## config.mk

```make
export PLATFORM = sky130hd
export DESIGN_NAME = regfile_wr_arbiter_flat
export DESIGN_NICKNAME = d
export VERILOG_FILES = /design/src/rtl/regfile_wr_arbiter_if.sv /design/src/rtl/regfile_wr_arbiter.sv /design/src/flat_wrapper.sv
export SDC_FILE = /design/constraint.sdc
export NUM_CORES = 1
export LEC_CHECK = 0
export CAP_MARGIN = 0
export CORE_MARGIN = 3
export CORE_UTILIZATION = 37
export CTS_BUF_LIST = sky130_fd_sc_hd__clkbuf_8 sky130_fd_sc_hd__clkbuf_16
export DETAILED_ROUTE_END_ITERATION = 8
export PLACE_DENSITY = 0.88
export SYNTH_ARGS = -nofsm -noshare
export SYNTH_HDL_FRONTEND = slang
export SYNTH_SLANG_ARGS = --single-unit
```

## constraint.sdc

```tcl
create_clock -name clk -period 1.25 [get_ports clk]
set_input_delay 0.25 -clock clk [delete_from_list [all_inputs] [get_ports clk]]
set_output_delay 0.25 -clock clk [all_outputs]
set_load 0.1 [all_outputs]
```

## src/rtl/regfile_wr_arbiter_if.sv

```systemverilog
// Signal bundle between the writeback sources, the write-port arbiter and the register file.
// The arbiter takes the slave side; the requesters and register file take the master side.
interface regfile_wr_arbiter_if #(
  parameter int NUM_REQ = 2,
  parameter int DATA_W  = 8,
  parameter int ADDR_W  = 3
);
  logic [NUM_REQ-1:0]        req_valid;
  logic [NUM_REQ*ADDR_W-1:0] req_addr;
  logic [NUM_REQ*DATA_W-1:0] req_data;
  logic [NUM_REQ-1:0]        req_ready;
  logic [ADDR_W-1:0]         rd_addr1;
  logic [ADDR_W-1:0]         rd_addr2;
  logic                      rd_hazard1;
  logic                      rd_hazard2;
  logic                      rf_wr_en;
  logic [ADDR_W-1:0]         rf_wr_addr;
  logic [DATA_W-1:0]         rf_wr_data;
  logic                      init_done;

  modport master (
    output req_valid, req_addr, req_data, rd_addr1, rd_addr2,
    input  req_ready, rd_hazard1, rd_hazard2, rf_wr_en, rf_wr_addr, rf_wr_data, init_done
  );

  modport slave (
    input  req_valid, req_addr, req_data, rd_addr1, rd_addr2,
    output req_ready, rd_hazard1, rd_hazard2, rf_wr_en, rf_wr_addr, rf_wr_data, init_done
  );
endinterface

```

## src/rtl/regfile_wr_arbiter.sv

```systemverilog
// Round-robin owner of the register file write port; zero-fills the file after reset
// and flags reads that hit a write still registered on the port.
//
// state  | meaning
// S_INIT | writing zero to address init_cnt each cycle, requesters held off
// S_RUN  | round-robin arbitration of writeback requesters, one write per cycle
module regfile_wr_arbiter #(
  parameter int NUM_REQ = 2,
  parameter int DATA_W  = 8,
  parameter int ADDR_W  = 3
) (
  input logic                 clk,
  input logic                 reset,
  regfile_wr_arbiter_if.slave bus
);
  localparam int NUM_REGS = 2 ** ADDR_W;
  localparam int PTR_W    = (NUM_REQ > 1) ? $clog2(NUM_REQ) : 1;

  typedef enum logic {S_INIT, S_RUN} state_t;

  state_t              state_q, state_d;
  logic [ADDR_W-1:0]   init_cnt_q, init_cnt_d;
  logic [PTR_W-1:0]    rr_ptr_q, rr_ptr_d;
  logic                wr_en_q, wr_en_d;
  logic [ADDR_W-1:0]   wr_addr_q, wr_addr_d;
  logic [DATA_W-1:0]   wr_data_q, wr_data_d;
  logic                init_done_q, init_done_d;

  logic [NUM_REQ-1:0]  grant;
  logic                grant_any;
  logic [PTR_W-1:0]    grant_idx;
  logic [PTR_W:0]      scan;
  logic [PTR_W:0]      ptr_nxt;
  logic [ADDR_W-1:0]   sel_addr;
  logic [DATA_W-1:0]   sel_data;

  // Scan from rr_ptr with an explicit wrap so non-power-of-two NUM_REQ never
  // lands on an unused index.
  always_comb begin
    grant     = '0;
    grant_any = 1'b0;
    grant_idx = '0;
    scan      = '0;
    if (state_q == S_RUN) begin
      for (int k = 0; k < NUM_REQ; k++) begin
        scan = {1'b0, rr_ptr_q} + (PTR_W+1)'(k);
        if (scan >= (PTR_W+1)'(NUM_REQ))
          scan = scan - (PTR_W+1)'(NUM_REQ);
        if (!grant_any && bus.req_valid[scan[PTR_W-1:0]]) begin
          grant_any = 1'b1;
          grant_idx = scan[PTR_W-1:0];
        end
      end
    end
    if (grant_any)
      grant[grant_idx] = 1'b1;
  end

  always_comb begin
    sel_addr = '0;
    sel_data = '0;
    for (int i = 0; i < NUM_REQ; i++) begin
      if (grant[i]) begin
        sel_addr = bus.req_addr[i*ADDR_W +: ADDR_W];
        sel_data = bus.req_data[i*DATA_W +: DATA_W];
      end
    end
  end

  always_comb begin
    ptr_nxt = {1'b0, grant_idx} + (PTR_W+1)'(1);
    if (ptr_nxt == (PTR_W+1)'(NUM_REQ))
      ptr_nxt = '0;
  end

  always_comb begin
    state_d     = state_q;
    init_cnt_d  = init_cnt_q;
    rr_ptr_d    = rr_ptr_q;
    wr_en_d     = 1'b0;
    wr_addr_d   = wr_addr_q;
    wr_data_d   = wr_data_q;
    init_done_d = init_done_q;
    case (state_q)
      S_INIT: begin
        wr_en_d    = 1'b1;
        wr_addr_d  = init_cnt_q;
        wr_data_d  = '0;
        init_cnt_d = init_cnt_q + ADDR_W'(1);
        if (init_cnt_q == ADDR_W'(NUM_REGS - 1)) begin
          state_d     = S_RUN;
          init_done_d = 1'b1;
        end
      end
      S_RUN: begin
        if (grant_any) begin
          wr_en_d   = 1'b1;
          wr_addr_d = sel_addr;
          wr_data_d = sel_data;
          rr_ptr_d  = ptr_nxt[PTR_W-1:0];
        end
      end
      default: state_d = S_INIT;
    endcase
  end

  always_ff @(posedge clk or posedge reset) begin
    if (reset) begin
      state_q     <= S_INIT;
      init_cnt_q  <= '0;
      rr_ptr_q    <= '0;
      wr_en_q     <= 1'b0;
      wr_addr_q   <= '0;
      wr_data_q   <= '0;
      init_done_q <= 1'b0;
    end else begin
      state_q     <= state_d;
      init_cnt_q  <= init_cnt_d;
      rr_ptr_q    <= rr_ptr_d;
      wr_en_q     <= wr_en_d;
      wr_addr_q   <= wr_addr_d;
      wr_data_q   <= wr_data_d;
      init_done_q <= init_done_d;
    end
  end

  assign bus.req_ready  = grant;
  assign bus.rf_wr_en   = wr_en_q;
  assign bus.rf_wr_addr = wr_addr_q;
  assign bus.rf_wr_data = wr_data_q;
  assign bus.init_done  = init_done_q;

  // Until the zero-fill finishes every read is treated as hitting an unwritten entry.
  assign bus.rd_hazard1 = ~init_done_q | (wr_en_q & (wr_addr_q == bus.rd_addr1));
  assign bus.rd_hazard2 = ~init_done_q | (wr_en_q & (wr_addr_q == bus.rd_addr2));
endmodule
```

## src/flat_wrapper.sv

```systemverilog
// flat-port wrapper written by rule: the top's interface ports become plain ports
module regfile_wr_arbiter_flat 
#(
  parameter int NUM_REQ = 2,
  parameter int DATA_W  = 8,
  parameter int ADDR_W  = 3
)
  (clk, reset, bus_req_valid, bus_req_addr, bus_req_data, bus_rd_addr1, bus_rd_addr2, bus_req_ready, bus_rd_hazard1, bus_rd_hazard2, bus_rf_wr_en, bus_rf_wr_addr, bus_rf_wr_data, bus_init_done);
  regfile_wr_arbiter_if #(.NUM_REQ(NUM_REQ), .DATA_W(DATA_W), .ADDR_W(ADDR_W)) bus_i ();
  input logic clk;
  input logic reset;
  input wire logic [$bits(bus_i.req_valid)-1:0] bus_req_valid;
  input wire logic [$bits(bus_i.req_addr)-1:0] bus_req_addr;
  input wire logic [$bits(bus_i.req_data)-1:0] bus_req_data;
  input wire logic [$bits(bus_i.rd_addr1)-1:0] bus_rd_addr1;
  input wire logic [$bits(bus_i.rd_addr2)-1:0] bus_rd_addr2;
  output wire logic [$bits(bus_i.req_ready)-1:0] bus_req_ready;
  output wire logic [$bits(bus_i.rd_hazard1)-1:0] bus_rd_hazard1;
  output wire logic [$bits(bus_i.rd_hazard2)-1:0] bus_rd_hazard2;
  output wire logic [$bits(bus_i.rf_wr_en)-1:0] bus_rf_wr_en;
  output wire logic [$bits(bus_i.rf_wr_addr)-1:0] bus_rf_wr_addr;
  output wire logic [$bits(bus_i.rf_wr_data)-1:0] bus_rf_wr_data;
  output wire logic [$bits(bus_i.init_done)-1:0] bus_init_done;
  assign bus_i.req_valid = bus_req_valid;
  assign bus_i.req_addr = bus_req_addr;
  assign bus_i.req_data = bus_req_data;
  assign bus_i.rd_addr1 = bus_rd_addr1;
  assign bus_i.rd_addr2 = bus_rd_addr2;
  assign bus_req_ready = bus_i.req_ready;
  assign bus_rd_hazard1 = bus_i.rd_hazard1;
  assign bus_rd_hazard2 = bus_i.rd_hazard2;
  assign bus_rf_wr_en = bus_i.rf_wr_en;
  assign bus_rf_wr_addr = bus_i.rf_wr_addr;
  assign bus_rf_wr_data = bus_i.rf_wr_data;
  assign bus_init_done = bus_i.init_done;
  regfile_wr_arbiter #(.NUM_REQ(NUM_REQ), .DATA_W(DATA_W), .ADDR_W(ADDR_W)) u_core (.clk(clk), .reset(reset), .bus(bus_i));
endmodule
```

## Yosys cells after proc, flatten, opt, wreduce, memory -nomap -nowiden

Cells that the tools add are included.

- Register bits: 18
- Bits of input ports: 32
- Output and inout port bits: 17
- Logic and storage cells: 65

- Add/subtract/negate cells: 5
- Magnitude comparators: 6
- Eq/ne operators: 5
- Muxes and demuxes: 31
- Bitwise gates (word level): 6
- Reductions and logical operators: 5

Operators by type and width:

| operator | number |
|---|---|
| $mux 8 | 3 |
| $mux 1 | 20 |
| $pmux 8 s2 | 1 |
| $mux 3 | 3 |
| $eq 3x3->1 | 2 |
| $lt 1x2->1 const B | 3 |
| $pmux 3 s2 | 1 |
| $add 1x1->2 const B | 2 |
| $reduce_and 2->1 | 2 |
| $add 3x1->3 const B | 1 |
| $eq 3x3->1 const B | 1 |
| $and 1x1->1 | 2 |
| $eq 2x2->1 const B | 1 |
| $ge 1x2->1 const B | 1 |
| $ge 2x2->1 const B | 1 |
| $logic_and 1x1->1 | 2 |
| $mux 2 | 1 |
| $ne 2x2->1 const B | 1 |
| $not 1->1 | 2 |
| $or 1x1->1 | 2 |
| $pmux 1 s2 | 1 |
| $sub 1x1->1 const B | 2 |
| $demux 1 s1 | 1 |
| $ge 1x1->1 const B | 1 |
| $logic_not 1->1 | 1 |

## Longest topological paths before layout

- Depth in word-level cells: 20
- Mapped depth: 5
- Mapped depth without buffers: 3

## Worst setup path before layout

Ideal clock, no wire load.

- Path type: register -> output
- From: register u_core.wr_addr_q[2] (netlist: u_core.bus.rf_wr_addr[2])
- To: output port bus_rd_hazard1
- Arrival time: 1.961 ns
- Setup slack: -0.961 ns
- Stages on the path, launching flop included: 4
- Buffers on the path: 0
- Path through: dfrtp_1 xnor2_1 nand4_1 nand2_1

- Word-level cells in the longest chain between the ends: 3

Ends and longest elaborated chain:

| element | RTL line | source |
|---|---|---|
| start: declaration | regfile_wr_arbiter.sv:25 | `logic [ADDR_W-1:0] wr_addr_q, wr_addr_d;` |
| start signal: assignment | regfile_wr_arbiter.sv:121 | `wr_addr_q <= wr_addr_d;` |
| $eq 3x3->1 | regfile_wr_arbiter.sv:134 | `assign bus.rd_hazard1 = ~init_done_q \| (wr_en_q & (wr_addr_q == bus.rd_addr1));` |
| $and 1x1->1 | regfile_wr_arbiter.sv:134 |  |
| $or 1x1->1 | regfile_wr_arbiter.sv:134 |  |
| end: declaration | flat_wrapper.sv:18 | `output wire logic [$bits(bus_i.rd_hazard1)-1:0] bus_rd_hazard1;` |

Every way passes these cells.

## Worst setup path after layout

- From: register u_core.wr_addr_q[0] (netlist: u_core.bus.rf_wr_addr[0])
- To: output port bus_rd_hazard1

Same word-level chain as after synthesis.

==> summary.md <==
| Metric | Value |
|---|---|
| Clock latency on the worst-skew pair | `roughly 0.26 ns` |
| Max Slew Vio Count | `0` |
| Mapped cell area | `roughly 1100 µm²` |
| Avg WL per Cell | `approximately 18 µm` |
| Initial antenna violation count | `0` |
| Synth Area in Compound Gates | `22.7%` |
| Port Buf Inserts | `48` |
| First-pass iteration count of the detailed router | `6` |
| Final wirelength | `about 3500 µm` |
| RD Place Congestion | `0.795` |
| Fill cells | `around 140` |
| CTS sink cnt | `18` |
| Clock Path Buffers | `2` |
| Largest net degree at the start of global routing | `19` |
| Final setup vio count | `8` |
| Synth Area in Adders | `~2.3%` |
| Top-Level Pins | `a little under 50` |
| Fin. Hold Viols | `0` |
| Crit path kind | `flip-flop to primary output` |
| Post-Synth XOR/XNOR Area | `5.75%` |
| Detail Placement HPWL | `about 2500 µm` |
| Synth warnings | `0` |
| Post-synthesis sequential area ratio | `between 40% and 50%` |
| Tcrit/Tclk final | `129%` |
| DR iter-0 viols | `37` |
| Failing checks | `negative setup slack` |
| Run status | `finished with violations` |
| Reg2reg start | `u_core.rr_ptr_q$_DFFE_PP0P_` |
| # nets final | `a little over 200` |
| Share of the synthesized area in the top cell type | `between 40% and 50%` |
| ANT cells | `0` |
| Peak VDD IR | `between 0.9 and 1 mV` |
| Worst-path clk slew | `0.07 ns` |
| Max incr delay on CP | `about 0.52 ns` |
| Post-Place Setup Slack | `-0.474 ns` |
| Vias in the first global route | `approximately 1.1k` |
| Layout cells sized above 1 | `58.5%` |
| Synth Register Bits | `18` |
| Reg2reg end | `u_core.bus.rf_wr_addr[2]$_DFFE_PP0P_` |
| Flop-to-flop setup slack | `0 ns` |
| Worst hold path type | `input pin to async pin` |
| Vias post-DR | `approximately 1.1k` |
| Number of flops mapped to enable cells by yosys | `0` |
| Fin util | `about 80%` |
| FMAX | `between 600 and 700 MHz` |
| Synth cell types | `30` |
| Multiplexer area fraction after synthesis | `approximately 2.1%` |
| CTS root buffer | `clkbuf_8` |
| Crit end category | `primary output` |
| Required @ worst endpoint | `1.00 ns` |
| Synthesized instance count | `between 100 and 150` |
| CP max FO | `3` |
| Synth area leader | `dfrtp_1` |
| Area Growth Syn to Fin | `97.8%` |
| GRT Residual Overflow | `0` |
| Slew margin rel. | `about three quarters` |
| WP buf/inv | `1` |
| Area of the die | `roughly 3600 µm²` |
| Top cells by area, synth | `dfrtp_1, a211oi_2, o21ai_2` |
| Worst setup margin | `-0.363 ns` |
| Crit-path leading delay family | `flip-flops` |
| Synth Area in Simple Gates | `a little under a fifth` |
| Worst-Margin Slew | `roughly 0.37 ns` |
| Clock Skew | `0.00375 ns` |
| DR DRC count | `0` |
| First-pass GRT wire length | `approximately 5200 µm` |
| Detail Route Antenna Nets | `0` |
| Register Area | `475 µm²` |
| LEAKAGE | `0.920 nW` |
| Hold slack final | `0.302 ns` |
| Drt via density | `5.46` |
| TritonCTS clock tree | `yes` |
| CP max-delay cell | `dfrtp_4` |
| Tot GR Track Use | `20.1%` |
| Die Y | `59.7 µm` |
| Synth Area per Inst | `about 11 µm²` |
| Cts hold-fix bufs | `0` |
| Initial Util | `between 40% and 50%` |
| Largest family of logic cells by synthesized area | `compound AO/OA/AOI/OAI gates` |
| Num CTS Buffers | `3` |
| Fraction of registers with async set/reset | `100%` |
| Core Box Area | `about 2600 µm²` |
| CP Cell Sequence | `xnor2_4 > nand4_1 > nand2_4 > buf_12` |
| Chip width | `between 50 and 60 µm` |
| Unrepaired setup endpoints after global routing | `true` |
| Commonest register cell after synthesis | `dfrtp_1` |
| Syn Nets | `approximately 140` |
| CP arrival | `1.36 ns` |
| WP depth | `4` |
| Row count | `18` |
| R2R depth | `5` |
| H-tree Lvls | `1` |
| Setup crit start kind | `flip-flop` |
| Area of the multi-input gates | `about 670 µm²` |
| PwrDens | `between 1000 and 1500 nW/µm²` |
| Tmin final | `roughly 1.6 ns` |
| Max Cap Viol | `0` |
## final cells by class
class	count	area share, %
Clock buffer	4	2.61
Inverter	3	0.653
Multi-Input combinational cell	74	31.9
Sequential cell	18	22.6
Tap cell	30	1.78
Timing Repair Buffer	72	40.5
## what timing repair did
| action | CTS | global route |
|---|---|---|
| gates resized for setup | 9 | 21 |
| gates cloned | 0 | 0 |
| endpoints found under the setup margin | 19 | 19 |
| pin swaps | 4 | 8 |
| buffers inserted | 7 | 5 |
## layout by cell type, fill, tap and decap left out, drive strengths merged
cell type       n
nor2b           2
clkdlybuf4s50  28
nand4           2
nor2           12
ha              2
and3b           1
or2             2
o21ai           9
clkbuf          4
a21o            1
nand3           2
mux2            2
dlygate4sd2     2
o41ai           1
a21oi           1
dlymetal6s2s    1
inv             3
a32oi           2
and3            1
a31oi           2
xnor2           7
nand2           7
nand2b          1
buf            41
dfrtp          18
a211oi          9
nor3            8
## state kept, by name (all words and copies together) (netlist names)
name                   cells
u_core.bus.init_done       1
u_core.bus.rf_wr_addr      3
u_core.bus.rf_wr_data      8
u_core.bus.rf_wr_en        1
u_core.init_cnt_q          3
u_core.rr_ptr_q            1
u_core.state_q             1
## cells by family after synthesis
kind of cell / count (synthesis)
adders and majority gates: 2
DFF: 18
and+or+nand+nor: 38
buffers and inverters: 9
xor gates and xnor gates: 7
muxes: 2
AOI/OAI and AO/OA: 25
## routing by layer
metal  GRT usage [%]  up-vias  share of wire (%)
li1                -      499                  -
met1            23.9      541                 38
met2            34.4       48                 52
met3            3.24        9                6.9
met4            10.4        0                3.2
met5               0        -                  0
## worst max-delay path by stage
stage / from / endpoint / slack (ns)
6_report: u_core.bus.rf_wr_addr[0]$_DFFE_PP0P_ / bus_rd_hazard1 / -0.36
5_1_grt: u_core.bus.rf_wr_addr[0]$_DFFE_PP0P_ / bus_rd_hazard1 / -0.43
4_1_cts: u_core.bus.rf_wr_addr[0]$_DFFE_PP0P_ / bus_rd_hazard1 / -0.37
3_5_place_dp: bus_req_valid[1] / u_core.bus.rf_wr_data[4]$_DFFE_PP0P_ / -0.47
3_3_place_gp: bus_req_valid[1] / u_core.bus.rf_wr_data[1]$_DFFE_PP0P_ / -0.42
2_1_floorplan: u_core.bus.rf_wr_addr[1]$_DFFE_PP0P_ / bus_rd_hazard2 / -0.25
## cell usage after synthesis, types with 2 or more instances
cell type,n
nor3_1,8
xnor2_1,7
dfrtp_1,18
buf_4,3
a32oi_1,2
buf_6,2
nand2_1,7
mux2_1,2
a31oi_1,2
nand4_1,2
nor2b_1,2
a211oi_2,8
o21ai_2,8
ha_1,2
or2_1,2
inv_1,2
nor2_1,11
## worst reg2reg max path, delay by kind of cell (launching register included)
kind	cells	cell delay, ns
AND/OR/NAND/NOR	1	0.18
buffers and inverters	2	0.24
AO/OA/AOI/OAI	2	0.29
flip-flops	1	0.42
## where the power goes
part / internal, mW / switching [mW]
Clock: 0.280 / 0.197
Combinational: 0.517 / 0.676
Sequential: 0.649 / 0.0802
## metrics by stage
step | instance area (µm²) | std cells | setup TNS (ns) | total power [mW]
3_3_place_gp | 1870 | 190 | -5.62 | 1.81
2_1_floorplan | 1110 | 101 | -0.501 | 1.35
4_1_cts | 2010 | 201 | -1.18 | 2.35
3_5_place_dp | 1870 | 190 | -6.44 | 1.83
5_1_grt | 2110 | 201 | -1.66 | 2.48
6_report | 2110 | 201 | -1.29 | 2.40
Note: power is estimated with default switching activity, not from simulation.
